--- config.mk ---
export PLATFORM = sky130hd
export DESIGN_NAME = frame_update_arbiter
export DESIGN_NICKNAME = d
export VERILOG_FILES = /design/src/rtl/frame_update_arbiter.sv
export SDC_FILE = /design/constraint.sdc
export NUM_CORES = 1
export LEC_CHECK = 0
export CAP_MARGIN = 20
export CORE_MARGIN = 4
export CORE_UTILIZATION = 40
export CTS_BUF_LIST = sky130_fd_sc_hd__clkbuf_16
export DETAILED_ROUTE_END_ITERATION = 10
export GPL_ROUTABILITY_DRIVEN = 1
export PLACE_DENSITY = 0.79
export SLEW_MARGIN = 20
export SYNTH_ARGS = -nofsm -noshare
export SYNTH_HDL_FRONTEND = slang
export SYNTH_SLANG_ARGS = --single-unit
--- constraint.sdc ---
create_clock -name clk -period 2.2 [get_ports clk]
set_input_delay 0.44 -clock clk [delete_from_list [all_inputs] [get_ports clk]]
set_output_delay 0.44 -clock clk [all_outputs]
set_load 0.02 [all_outputs]
--- src/rtl/frame_update_arbiter.sv ---
// Vertical-blanking update scheduler: round-robin, one grant per clock, only inside vblank.
// Optional macro UPDATE_GUARD_EN stops grants GUARD_LINES lines before the end of the frame.
module frame_update_arbiter #(
    parameter int unsigned N_REQ       = 4,
    parameter int unsigned DATA_W      = 16,
    parameter int unsigned MAX_UPD     = 8,
    parameter int unsigned VL_TOTAL    = 628,
    parameter int unsigned GUARD_LINES = 2,
    localparam int unsigned ID_W       = (N_REQ > 1) ? $clog2(N_REQ) : 1
) (
    input  logic                      clk,
    input  logic                      rst,
    input  logic                      vblnk,
    input  logic [10:0]               vcount,
    input  logic [N_REQ-1:0]          req,
    input  logic [N_REQ*DATA_W-1:0]   req_data,
    output logic [N_REQ-1:0]          ack,
    output logic                      upd_valid,
    output logic [ID_W-1:0]           upd_id,
    output logic [DATA_W-1:0]         upd_data,
    output logic                      window_open,
    output logic                      frame_start
);

    typedef enum logic [1:0] {
        StActive,
        StGrant,
        StHold
    } state_e;

    state_e              state_q, state_d;
    logic                vblnk_q;
    logic [ID_W-1:0]     rr_ptr_q, rr_ptr_d;
    logic [7:0]          budget_q, budget_d;

    logic [N_REQ-1:0]    ack_q, ack_d;
    logic                upd_valid_q, upd_valid_d;
    logic [ID_W-1:0]     upd_id_q, upd_id_d;
    logic [DATA_W-1:0]   upd_data_q, upd_data_d;
    logic                window_open_q, window_open_d;
    logic                frame_start_q, frame_start_d;

    logic [N_REQ-1:0]    eligible;
    logic [ID_W-1:0]     cand;
    logic [ID_W-1:0]     win_idx;
    logic                win_found;
    logic                vblnk_rise;
    logic                guard_hit;

`ifdef UPDATE_GUARD_EN
    assign guard_hit = (32'(vcount) >= (VL_TOTAL - GUARD_LINES));
`else
    logic unused_vcount;
    assign unused_vcount = ^vcount;
    assign guard_hit     = 1'b0;
`endif

    assign vblnk_rise = vblnk & ~vblnk_q;

    // A requester whose ack is high this cycle has not yet had a chance to drop req.
    assign eligible = req & ~ack_q;

    always_comb begin
        win_found = 1'b0;
        win_idx   = '0;
        cand      = '0;
        for (int unsigned i = 0; i < N_REQ; i++) begin
            cand = ID_W'((32'(rr_ptr_q) + i) % N_REQ);
            if (!win_found && eligible[cand]) begin
                win_found = 1'b1;
                win_idx   = cand;
            end
        end
    end

    always_comb begin
        state_d     = state_q;
        rr_ptr_d    = rr_ptr_q;
        budget_d    = budget_q;
        ack_d       = '0;
        upd_valid_d = 1'b0;
        upd_id_d    = upd_id_q;
        upd_data_d  = upd_data_q;

        unique case (state_q)
            StActive: begin
                if (vblnk_rise) begin
                    state_d  = StGrant;
                    budget_d = 8'(MAX_UPD);
                end
            end
            StGrant: begin
                if (!vblnk) begin
                    state_d = StActive;
                end else if (guard_hit || (budget_q == 8'd0)) begin
                    state_d = StHold;
                end else if (win_found) begin
                    ack_d[win_idx] = 1'b1;
                    upd_valid_d    = 1'b1;
                    upd_id_d       = win_idx;
                    upd_data_d     = req_data[32'(win_idx)*DATA_W +: DATA_W];
                    budget_d       = budget_q - 8'd1;
                    rr_ptr_d       = ID_W'((32'(win_idx) + 1) % N_REQ);
                    if (budget_q == 8'd1) begin
                        state_d = StHold;
                    end
                end
            end
            StHold: begin
                if (!vblnk) begin
                    state_d = StActive;
                end
            end
            default: state_d = StActive;
        endcase

        window_open_d = (state_d == StGrant);
        frame_start_d = vblnk_q & ~vblnk;
    end

    // vblnk_q resets high so a vblank already in progress at reset release is not an edge.
    always_ff @(posedge clk) begin
        if (rst) begin
            state_q       <= StActive;
            vblnk_q       <= 1'b1;
            rr_ptr_q      <= '0;
            budget_q      <= 8'd0;
            ack_q         <= '0;
            upd_valid_q   <= 1'b0;
            upd_id_q      <= '0;
            upd_data_q    <= '0;
            window_open_q <= 1'b0;
            frame_start_q <= 1'b0;
        end else begin
            state_q       <= state_d;
            vblnk_q       <= vblnk;
            rr_ptr_q      <= rr_ptr_d;
            budget_q      <= budget_d;
            ack_q         <= ack_d;
            upd_valid_q   <= upd_valid_d;
            upd_id_q      <= upd_id_d;
            upd_data_q    <= upd_data_d;
            window_open_q <= window_open_d;
            frame_start_q <= frame_start_d;
        end
    end

    assign ack         = ack_q;
    assign upd_valid   = upd_valid_q;
    assign upd_id      = upd_id_q;
    assign upd_data    = upd_data_q;
    assign window_open = window_open_q;
    assign frame_start = frame_start_q;

endmodule

==> summary.txt <==
Die
  – Core ar.: 4850 um2
  – Effective utilization at floorplan: 42.1%
  – DIE AREA: 6310 um2
  – Width of the die: 79.5 um
  – Rows: 25
  – Io pins: 107
  – DIE HEIGHT: 79.5 um

Layout
  – Non-filler cells, final: 385
  – Share of layout cells above drive strength 1: 10.4%
  – Nets: 407
  – Flip-flop and latch area: 761 um2
  – Area grow syn2layout: 64.3%
  – Area of the multi-input gates: 1190 um2
  – Layout Utilization: 69.2%
  – Final instance area: 3350 um2
  – Diode count: 0
  – FILL cells: 409

Worst hold path
  – Min-Delay Path Depth: 1
  – Hold EP: upd_data[1]
  – Hold Path Class: reg2reg
  – HP Start: upd_data[1]

Routing
  – Final wirelength: 6000 um
  – Detailed-router iteration count before antenna repair: 4
  – Antenna-violating nets left: 0
  – Drc violations: 0
  – Routed wire per std cell: 15.6 um
  – DR vias: 1990
  – Iter 0 DRT Violations: 87
  – Via density: 5.17

Global routing
  – Overflow after GRT: 0
  – Initial antenna violation count: 0
  – Global-route wire length before repair: 9040 um
  – GRT Total Usage: 18.3%
  – Vias in the first global route: 1965
  – Largest net degree at the start of global routing: 17

Synthesis
  – Synth unique cells: 40
  – Synthesized cell area: 2040 um2
  – Area share of the largest cell type after synthesis: 37.3%
  – Sequential share of the synthesized area: 37.3%
  – Count leader, synth: dfxtp_1
  – Top cells by count, synth: dfxtp_1 (38), mux2i_1 (33), a21o_1 (16)
  – Number of synthesis warnings: 0
  – Post-synthesis cell count: 209
  – Syn Area/Cell: 9.77 um2
  – Synth area leaders: dfxtp_1 (37%), mux2i_1 (16%), a21o_1 (5.9%), o22ai_1 (4.6%), ha_1 (4.3%)
  – FF+latch count, synth: 38
  – Asr flop ratio synth: 0%
  – Area leader, netlist: dfxtp_1
  – EDFF count, synth: 0
  – Top_reg_cell synth: dfxtp_1
  – Syn_nets: 298

Setup path
  – Critical setup path kind: in2reg
  – CP startpoint kind: primary input
  – Slowest-stage cell, CP: clkdlybuf4s50_1
  – Worst Path Arrival: 2.25 ns
  – Setup crit end kind: flop
  – Crit-path max FO: 4
  – Worst R2R Path Depth: 7
  – Largest stage delay, worst path: 0.47 ns
  – Reg2reg end: rr_ptr_q[1]
  – Reg-to-reg slack, setup: 0.21 ns
  – CP Cell Sequence: clkdlybuf4s50_1 > nand2b_4 > o21ai_1 > a311oi_4 > buf_4 > ha_1 > a211oi_2
  – RR Startpoint: rr_ptr_q[0]
  – CP required: 2.39 ns

Power
  – Worst VDD drop: 0.370 mV
  – P_leak: 1.57 nW
  – Power per cell area: 523 nW/um2

Clocking
  – CTS Buffer Depth: 2
  – Skew-Pair Late Insertion Delay: 0.27 ns
  – CTS buffer count: 5
  – CTS tree: built
  – Clock sinks: 38
  – H-tree levels: 2
  – Worst-path clk slew: 0.05 ns
  – CTS Hold Bufs: 0
  – CTS root buffer: clkbuf_16

Run
  – Max-Cap Viols: 0

Timing
  – Worst slew pin tran: 0.360 ns
  – Final clock skew: 0.00242 ns
  – Final setup vio count: 0
  – Final worst slack: 0.140 ns
  – Slew Limit Fails: 0
  – Hold_ws: 0.450 ns
  – Slew Limit Headroom: 76.0%
  – Fin crit share: 93.6%
  – Final Hold Fails: 0
  – Minimum clock period: 2.06 ns
  – Fmax: 0.486 GHz
  – RSZ-0062 raised after global routing: false

Place
  – Inst Count DP: 375
  – DP Area: 3130 um2
  – Post-placement setup slack: -0.285 ns
  – Port Buf Inserts: 95
  – HPWL Detailed: 4450 um
  – Placer Congestion: 0.896

Status
  – Outcome: complete, no violations
[per-layer routing]
metal / GRT usage [%] / vias up / routed length [um]
met2: 35.0 / 82 / 3240
li1: - / 980 / -
met1: 19.6 / 920 / 2250
met3: 5.42 / 8 / 421
met4: 4.12 / 0 / 87
met5: 0 / - / 0
[area by class of cell]
cell class,instances,area share (%)
multi-input combinational,154,35.4
sequential,38,22.7
timing repair buffer,113,34.8
clock buffer,5,3.73
tap,67,2.50
clock inverter,2,0.224
inverter,6,0.671
[kinds of logic after synthesis]
| group | after synthesis | synth area share (%) |
|---|---|---|
| AO/OA/AOI/OAI | 52 | 17.8 |
| XOR/XNOR | 3 | 1.29 |
| buffers and inverters | 17 | 6.92 |
| AND/OR/NAND/NOR | 59 | 16.3 |
| flip-flops | 38 | 37.3 |
| multiplexers | 33 | 16.2 |
| adder cells (fa/ha/maj) | 7 | 4.29 |
[worst max-delay path: cells and delay by family]
kind,cells,cell delay [ns]
compound gates,3,0.77
fa+ha+maj,1,0.23
buf+inv,2,0.66
simple gates,1,0.13
[how the worst max path moves through the flow]
| stage | startpoint | end | slack [ns] |
|---|---|---|---|
| 6_report | req[1] | rr_ptr_q[1] | 0.14 |
| 5_1_grt | req[3] | upd_data[6] | 0.04 |
| 4_1_cts | req[0] | upd_data[2] | 0.04 |
| 3_5_place_dp | req[0] | rr_ptr_q[1] | -0.28 |
| 3_3_place_gp | req[0] | upd_data[7] | -0.19 |
| 2_1_floorplan | req[0] | upd_data[10] | 0.34 |
[cells in the final DEF (no fill, tap or decap), types with 2 or more instances in the layout]
cell type	n
buf_12	5
nand2b_4	2
o221ai_1	2
nand2_1	5
dfxtp_1	38
and2_1	5
a21oi_1	8
buf_4	12
nand2b_1	5
mux2i_1	33
nor3_1	5
clkdlybuf4s50_1	94
and4_1	2
xor2_1	3
o22ai_1	15
nand3_1	2
clkbuf_16	6
nor2b_1	6
nor2_1	15
o31ai_1	3
ha_1	7
or4_1	3
a21o_1	16
nand4_1	3
inv_1	8
[power breakdown]
part,leakage [nW],internal [W],total [W],switching (W)
clock network,0.0723,0.000404,0.000647,0.000243
logic,1.19,0.000235,0.000385,0.000150
registers,0.307,0.000706,0.000721,0.0000154
[state kept, by name, indices dropped and copies added (netlist names)]
register and count:
ack 4, budget_q 8, frame_start 1, rr_ptr_q 2, state_q 2, upd_data 16
upd_id 2, upd_valid 1, vblnk_q 1, window_open 1
[through the flow]
step	setup TNS (ns)	power, W
3_5_place_dp	-3.46	0.00109
6_report	0	0.00175
4_1_cts	0	0.00174
2_1_floorplan	0	0.000913
3_3_place_gp	-2.95	0.00108
5_1_grt	0	0.00183
[timing repair]
item | 4_1_cts | 5_1_grt
endpoints found under the setup margin | 1 | 12
setup buffers | 0 | 2
resized for setup | 1 | 6
gates cloned | 0 | 1
pin swaps | 0 | 3
No activity file was read; power rests on OpenSTA's default activity.
